File: config.mk
export PLATFORM = sky130hd
export DESIGN_NAME = show_sequencer
export DESIGN_NICKNAME = d
export VERILOG_FILES = /design/src/rtl/show_sequencer.sv
export SDC_FILE = /design/constraint.sdc
export NUM_CORES = 1
export LEC_CHECK = 0
export CAP_MARGIN = 20
export CORE_MARGIN = 1
export CORE_UTILIZATION = 51
export DETAILED_ROUTE_END_ITERATION = 12
export PLACE_DENSITY = 0.92
export SKIP_LAST_GASP = 1
export SLEW_MARGIN = 20
export SYNTH_ARGS = -nofsm -noshare
export SYNTH_HDL_FRONTEND = slang
export SYNTH_SLANG_ARGS = --single-unit
File: constraint.sdc
create_clock -name clk -period 7.04 [get_ports clk]
set_input_delay 0.704 -clock clk [delete_from_list [all_inputs] [get_ports clk]]
set_output_delay 0.704 -clock clk [all_outputs]
set_load 0.01 [all_outputs]
File: src/rtl/show_sequencer.sv
// Halloween show sequencer: steps through SLOTS programmed 4-bit effect opcodes,
// holding each step for 1+dwell cycles and driving decoded effect groups.
`timescale 1ns/1ps
module show_sequencer #(
  parameter int SLOTS   = 4,
  parameter int PTR_W   = 2,
  parameter int DWELL_W = 4
) (
  input  logic               clk,
  input  logic               rst,
  input  logic [SLOTS*4-1:0] program_i,
  input  logic [DWELL_W-1:0] dwell_i,
  input  logic               start,
  input  logic               stop,
  input  logic               loop_mode,
  output logic [3:0]         opcode_o,
  output logic [15:0]        dec_o,
  output logic [PTR_W-1:0]   slot_o,
  output logic               step_o,
  output logic [2:0]         color_o,
  output logic [2:0]         sound_o,
  output logic [2:0]         move_o,
  output logic               busy,
  output logic               done
);

  // state | meaning
  // IDLE  | waiting for start, outputs quiescent (colour retained)
  // LOAD  | one cycle: new step registered, step_o pulsed
  // HOLD  | dwell countdown for the current step
  // DONE  | one-cycle end-of-run pulse, then back to IDLE
  typedef enum logic [1:0] {S_IDLE, S_LOAD, S_HOLD, S_DONE} state_t;

  localparam logic [3:0]       OP_RESET = 4'b0001;
  localparam logic [PTR_W-1:0] LAST_PTR = PTR_W'(SLOTS - 1);

  // Opcode bits [3:2] select the group (01 colour, 10 sound, 11 movement) and
  // bits [1:0] select the member; member 11 is a NOP within every group.
  localparam logic [1:0] GRP_COLOR = 2'b01;
  localparam logic [1:0] GRP_SOUND = 2'b10;
  localparam logic [1:0] GRP_MOVE  = 2'b11;

  state_t             state, state_d;
  logic [PTR_W-1:0]   ptr, ptr_d;
  logic [DWELL_W-1:0] cnt, cnt_d;
  logic [3:0]         opcode_d;
  logic [15:0]        dec_d;
  logic [2:0]         color_d, sound_d, move_d, grp_bits;
  logic               step_d, busy_d, done_d;
  logic               load, advance, abort, finish;
  logic [PTR_W-1:0]   load_ptr;
  logic [3:0]         ld_op;
  logic               prog_empty;

  logic [3:0] prog_slot [SLOTS];

  for (genvar g = 0; g < SLOTS; g++) begin : g_slot
    assign prog_slot[g] = program_i[4*g +: 4];
  end

  assign prog_empty = (program_i == '0);

  function automatic logic [2:0] member_onehot(input logic [1:0] sel);
    logic [2:0] r;
    r = 3'b000;
    unique case (sel)
      2'b00:   r = 3'b001;
      2'b01:   r = 3'b010;
      2'b10:   r = 3'b100;
      default: r = 3'b000;
    endcase
    return r;
  endfunction

  always_comb begin
    state_d  = state;
    ptr_d    = ptr;
    cnt_d    = cnt;
    opcode_d = opcode_o;
    dec_d    = dec_o;
    color_d  = color_o;
    move_d   = move_o;
    sound_d  = 3'b000;
    step_d   = 1'b0;
    done_d   = 1'b0;
    load     = 1'b0;
    load_ptr = '0;
    advance  = 1'b0;
    abort    = 1'b0;
    finish   = 1'b0;
    ld_op    = 4'b0000;
    grp_bits = 3'b000;

    unique case (state)
      S_IDLE: begin
        if (start && !stop) begin
          if (prog_empty) begin
            done_d = 1'b1;
          end else begin
            load    = 1'b1;
            color_d = 3'b000;
          end
        end
      end
      S_LOAD: begin
        if (stop)             abort   = 1'b1;
        else if (cnt == '0)   advance = 1'b1;
        else                  state_d = S_HOLD;
      end
      S_HOLD: begin
        if (stop)                       abort   = 1'b1;
        else if (cnt <= DWELL_W'(1))    advance = 1'b1;
        else                            cnt_d   = cnt - DWELL_W'(1);
      end
      S_DONE: begin
        state_d = S_IDLE;
      end
      default: begin
        state_d = S_IDLE;
      end
    endcase

    // The RESET opcode jumps back to slot 0 even in one-shot mode.
    if (advance) begin
      if (opcode_o == OP_RESET) begin
        load = 1'b1;
      end else if (ptr == LAST_PTR) begin
        if (loop_mode) load   = 1'b1;
        else           finish = 1'b1;
      end else begin
        load     = 1'b1;
        load_ptr = ptr + PTR_W'(1);
      end
    end

    if (abort)  state_d = S_IDLE;
    if (finish) begin
      state_d = S_DONE;
      done_d  = 1'b1;
    end
    if (abort || finish) begin
      opcode_d = 4'b0000;
      dec_d    = 16'h0000;
      move_d   = 3'b000;
    end

    if (load) begin
      state_d  = S_LOAD;
      ptr_d    = load_ptr;
      cnt_d    = dwell_i;
      ld_op    = prog_slot[load_ptr];
      opcode_d = ld_op;
      dec_d    = 16'h0001 << ld_op;
      step_d   = 1'b1;
      grp_bits = member_onehot(ld_op[1:0]);
      move_d   = (ld_op[3:2] == GRP_MOVE)  ? grp_bits : 3'b000;
      sound_d  = (ld_op[3:2] == GRP_SOUND) ? grp_bits : 3'b000;
      if (ld_op[3:2] == GRP_COLOR && grp_bits != 3'b000) color_d = grp_bits;
    end

    busy_d = (state_d == S_LOAD) || (state_d == S_HOLD);
  end

  always_ff @(posedge clk or posedge rst) begin
    if (rst) begin
      state    <= S_IDLE;
      ptr      <= '0;
      cnt      <= '0;
      opcode_o <= 4'b0000;
      dec_o    <= 16'h0000;
      step_o   <= 1'b0;
      color_o  <= 3'b000;
      sound_o  <= 3'b000;
      move_o   <= 3'b000;
      busy     <= 1'b0;
      done     <= 1'b0;
    end else begin
      state    <= state_d;
      ptr      <= ptr_d;
      cnt      <= cnt_d;
      opcode_o <= opcode_d;
      dec_o    <= dec_d;
      step_o   <= step_d;
      color_o  <= color_d;
      sound_o  <= sound_d;
      move_o   <= move_d;
      busy     <= busy_d;
      done     <= done_d;
    end
  end

  assign slot_o = ptr;

endmodule

==> impl_metrics.py <==
metrics = {
    "clock_tree": {
        "clock_sinks": 40,
        "htree_levels": 2,
        "cts_made_buffers": 5,
        "clk_latency_ns": 0.30,
        "cts-root-buf": "clkbuf_8",
        "cts_tree": "yes",
        "clk_transition_reported_paths_ns": 0.08,
        "cts_hold_buf": 0,
        "cts_buffer_depth": 2,
        "cts_setup_buffers": 0,
        "ctsResizeCount": 0,
    },
    "synth": {
        "synth_edf_count": 0,
        "ys.flop_type": "dfrtp_1",
        "synth_warnings": 0,
        "async_reset_ff_frac": 1.00,
        "ys_seq_area_frac": 0.477,
        "syn_nets": 227,
        "syn_area_sq_mm": 0.00210,
        "synthCells": 194,
        "ys_ff_latch": 40,
        "avgSynthCellArea_sq_um": 10.8,
        "synth.distinct_cells": 49,
    },
    "min_path": {
        "hp-start": "dec_o[13]",
        "hold_class": "reg2reg",
    },
    "worst_setup_path": {
        "crit_chain": "clkdlybuf4s50_1, or4b_4, a2111oi_0, o2bb2ai_1, o2111ai_2, nor2_1, a21o_1",
        "worst_ep_arrival_time_ns": 3.15,
        "max_stage_delay_ns": 0.64,
        "cp_top_family": "compound AO/OA/AOI/OAI gates",
        "r2r_start": "state[0]",
        "worstSetupStartpoint": "stop",
        "crit_path_start_kind": "input pin",
        "path_buf_inv": 1,
        "crit_path_top_delay_cell": "a2111oi_0",
        "crit_required_ns": 7.23,
        "path_max_fanout": 7,
        "critPathCaptureType": "flop",
        "ff2ff_setup_slack_ns": 4.18,
        "setup.worst_path.class": "in2reg",
    },
    "status": {
        "status": "finished clean",
    },
    "routing": {
        "ant_nets": 0,
        "first_pass_iters": 4,
        "via_count": 1800,
        "via_per_inst": 5.90,
        "routed_wl_mm": 5.07,
        "first_iter_violations": 174,
        "drc_errors": 0,
        "post_drt_wl_per_cell_um": 16.6,
    },
    "final_layout": {
        "design_area_sq_mm": 0.00285,
        "n_antenna_cell": 0,
        "nets": 289,
        "area.growth.synth_to_final_pct": 35.6,
        "drive_gt1_frac": 0.125,
    },
    "die": {
        "dieArea_sq_mm": 0.00438,
        "core_sq_mm": 0.00380,
        "die_y_um": 66.2,
        "ios": 59,
        "initial_core_util": 0.553,
        "rows": 22,
        "die_x_um": 66.2,
    },
    "pwr": {
        "seq_power_share": 0.367,
        "pwr-share-clk": 0.217,
        "cellLeakagePower_nw": 1.28,
        "swShare": 0.363,
        "ir_drop_mv": 0.192,
        "cellPowerDensity_mw_per_mm2": 310,
        "p_sw_w": 0.000321,
        "internal_power_w": 0.000563,
        "pwr-share-comb": 0.415,
    },
    "global_route": {
        "grt-ovfl-total": 0,
        "grt_start_max_net_pins": 41,
        "antenna_found_initial": 0,
        "grt_first_pass_wirelength_mm": 8.71,
        "grt_use_total": 0.267,
        "grt_pass1_vias": 1776,
    },
    "placed_design": {
        "dp_hpwl_mm": 3.76,
        "placed_area_sq_mm": 0.00273,
        "port_buffers": 58,
        "routabilityCongestion": 0.912,
    },
    "timing": {
        "finalSetupViolations": 0,
        "slew_headroom": 0.487,
        "fmax_mhz": 337,
        "finalClockSkew_ns": 0.00625,
        "period_minus_slack_ns": 2.96,
        "post-route-period-util": 0.421,
        "tightest_slew_ns": 0.768,
        "final_max_slew_viol_count": 0,
        "finalHoldViolCount": 0,
        "holdWs_ns": 0.478,
        "rsz0062_at_grt": "no",
        "tns_ns": 0,
    },
    "flow_run": {
        "maxCapViolCount": 0,
    },
}
[placed cells by master, fill, tap and decap left out, types with 2 or more instances in the layout]
master,count
o21ai_0,11
o22ai_1,4
inv_1,14
clkdlybuf4s50_1,58
clkbuf_8,5
o2bb2ai_1,11
a22o_1,8
xnor2_1,3
ha_1,8
nor2_1,12
dfrtp_1,40
a21boi_1,2
a21o_1,10
mux2_2,3
a21oi_1,4
nand4_1,2
buf_4,2
nor4_1,5
mux2i_1,2
nand2_1,15
or3b_2,2
nand2b_1,5
[synth_stat cells (2+ instances only)]
cell type,count,area share
nand2b_1,5,0.015
nor2_1,12,0.021
o2bb2ai_1,11,0.046
xnor2_1,3,0.013
nand4_1,2,0.0060
a21oi_1,4,0.0095
ha_1,8,0.048
dfrtp_1,40,0.48
mux2i_1,2,0.0095
nand2_1,15,0.027
o21ai_0,11,0.026
nor4_1,5,0.015
or3b_2,2,0.0083
clkbuf_1,4,0.0071
a22o_1,8,0.033
a21boi_1,2,0.0071
a21o_1,10,0.036
inv_1,14,0.025
o22ai_1,4,0.012
mux2_2,3,0.016
[cells by family (layout without fill, tap and decap cells)]
| logic type | count (synthesis) | after routing | synth area share |
|---|---|---|---|
| muxes | 6 | 6 | 0.0328 |
| xor gates and xnor gates | 4 | 4 | 0.0167 |
| and+or+nand+nor | 53 | 53 | 0.139 |
| buffers and inverters | 19 | 82 | 0.0358 |
| DFF | 40 | 40 | 0.477 |
| adders and majority gates | 8 | 8 | 0.0477 |
| AOI/OAI and AO/OA | 64 | 64 | 0.251 |
[worst reg2reg max path: stages, from the launching register on]
cell and delay, ns:
dfrtp_1 0.41, inv_1 0.11, ha_1 0.34, or4b_4 0.54, a2111oi_0 0.64, o2bb2ai_1 0.23
o2111ai_2 0.20, nor2_1 0.12, a21o_1 0.17
[power groups by stage]
stage	Combinational [W]	Sequential (W)	Clock, W
2_1_floorplan	0.000209	0.000338	0
3_3_place_gp	0.000350	0.000327	0
3_5_place_dp	0.000361	0.000328	0
4_1_cts	0.000365	0.000324	0.000194
5_1_grt	0.000406	0.000331	0.000205
6_report	0.000367	0.000325	0.000192
[worst paths after layout]
kind / endpoint / cells past startpoint
max in group asynchronous: move_o[2] / 3
setup reg to reg: dec_o[14] / 8
hold / removal: dec_o[13] / 1
hold reg to reg: dec_o[13] / 1
min in group asynchronous: busy / 3
setup / recovery: dec_o[14] / 7
[stage by stage]
stage	power, W	std cells	utilization	worst slack [ns]
finish	0.000884	305	0.750	4.08
global placement	0.000677	297	0.719	3.87
global route	0.000942	305	0.750	3.96
CTS	0.000884	305	0.750	4.10
floorplan	0.000547	194	-	4.52
detailed placement	0.000690	297	0.719	3.81
[state kept, by name, summed over array words and instances, names as in the netlist]
name and cells:
busy 1, cnt 4, color_o 3, dec_o 16, done 1, move_o 3
opcode_o 4, slot_o 2, sound_o 3, state 2, step_o 1
[area by class of cell]
class	instances	area, sq um
clock buffers	5	68.8
clock inverters	3	46.3
fillers	267	951
inverters	14	52.6
multi-input cells	135	1020
flip-flops and latches	40	1000
well taps	48	60.1
repair buffers	60	596
[metal layers]
metal,up-vias,GRT usage,routed length [um]
met5,-,0,0
met4,0,0.0824,71
met3,7,0.0431,325
met2,85,0.449,2530
met1,871,0.351,2140
li1,837,-,-
No activity file was read; power rests on OpenSTA's default activity.
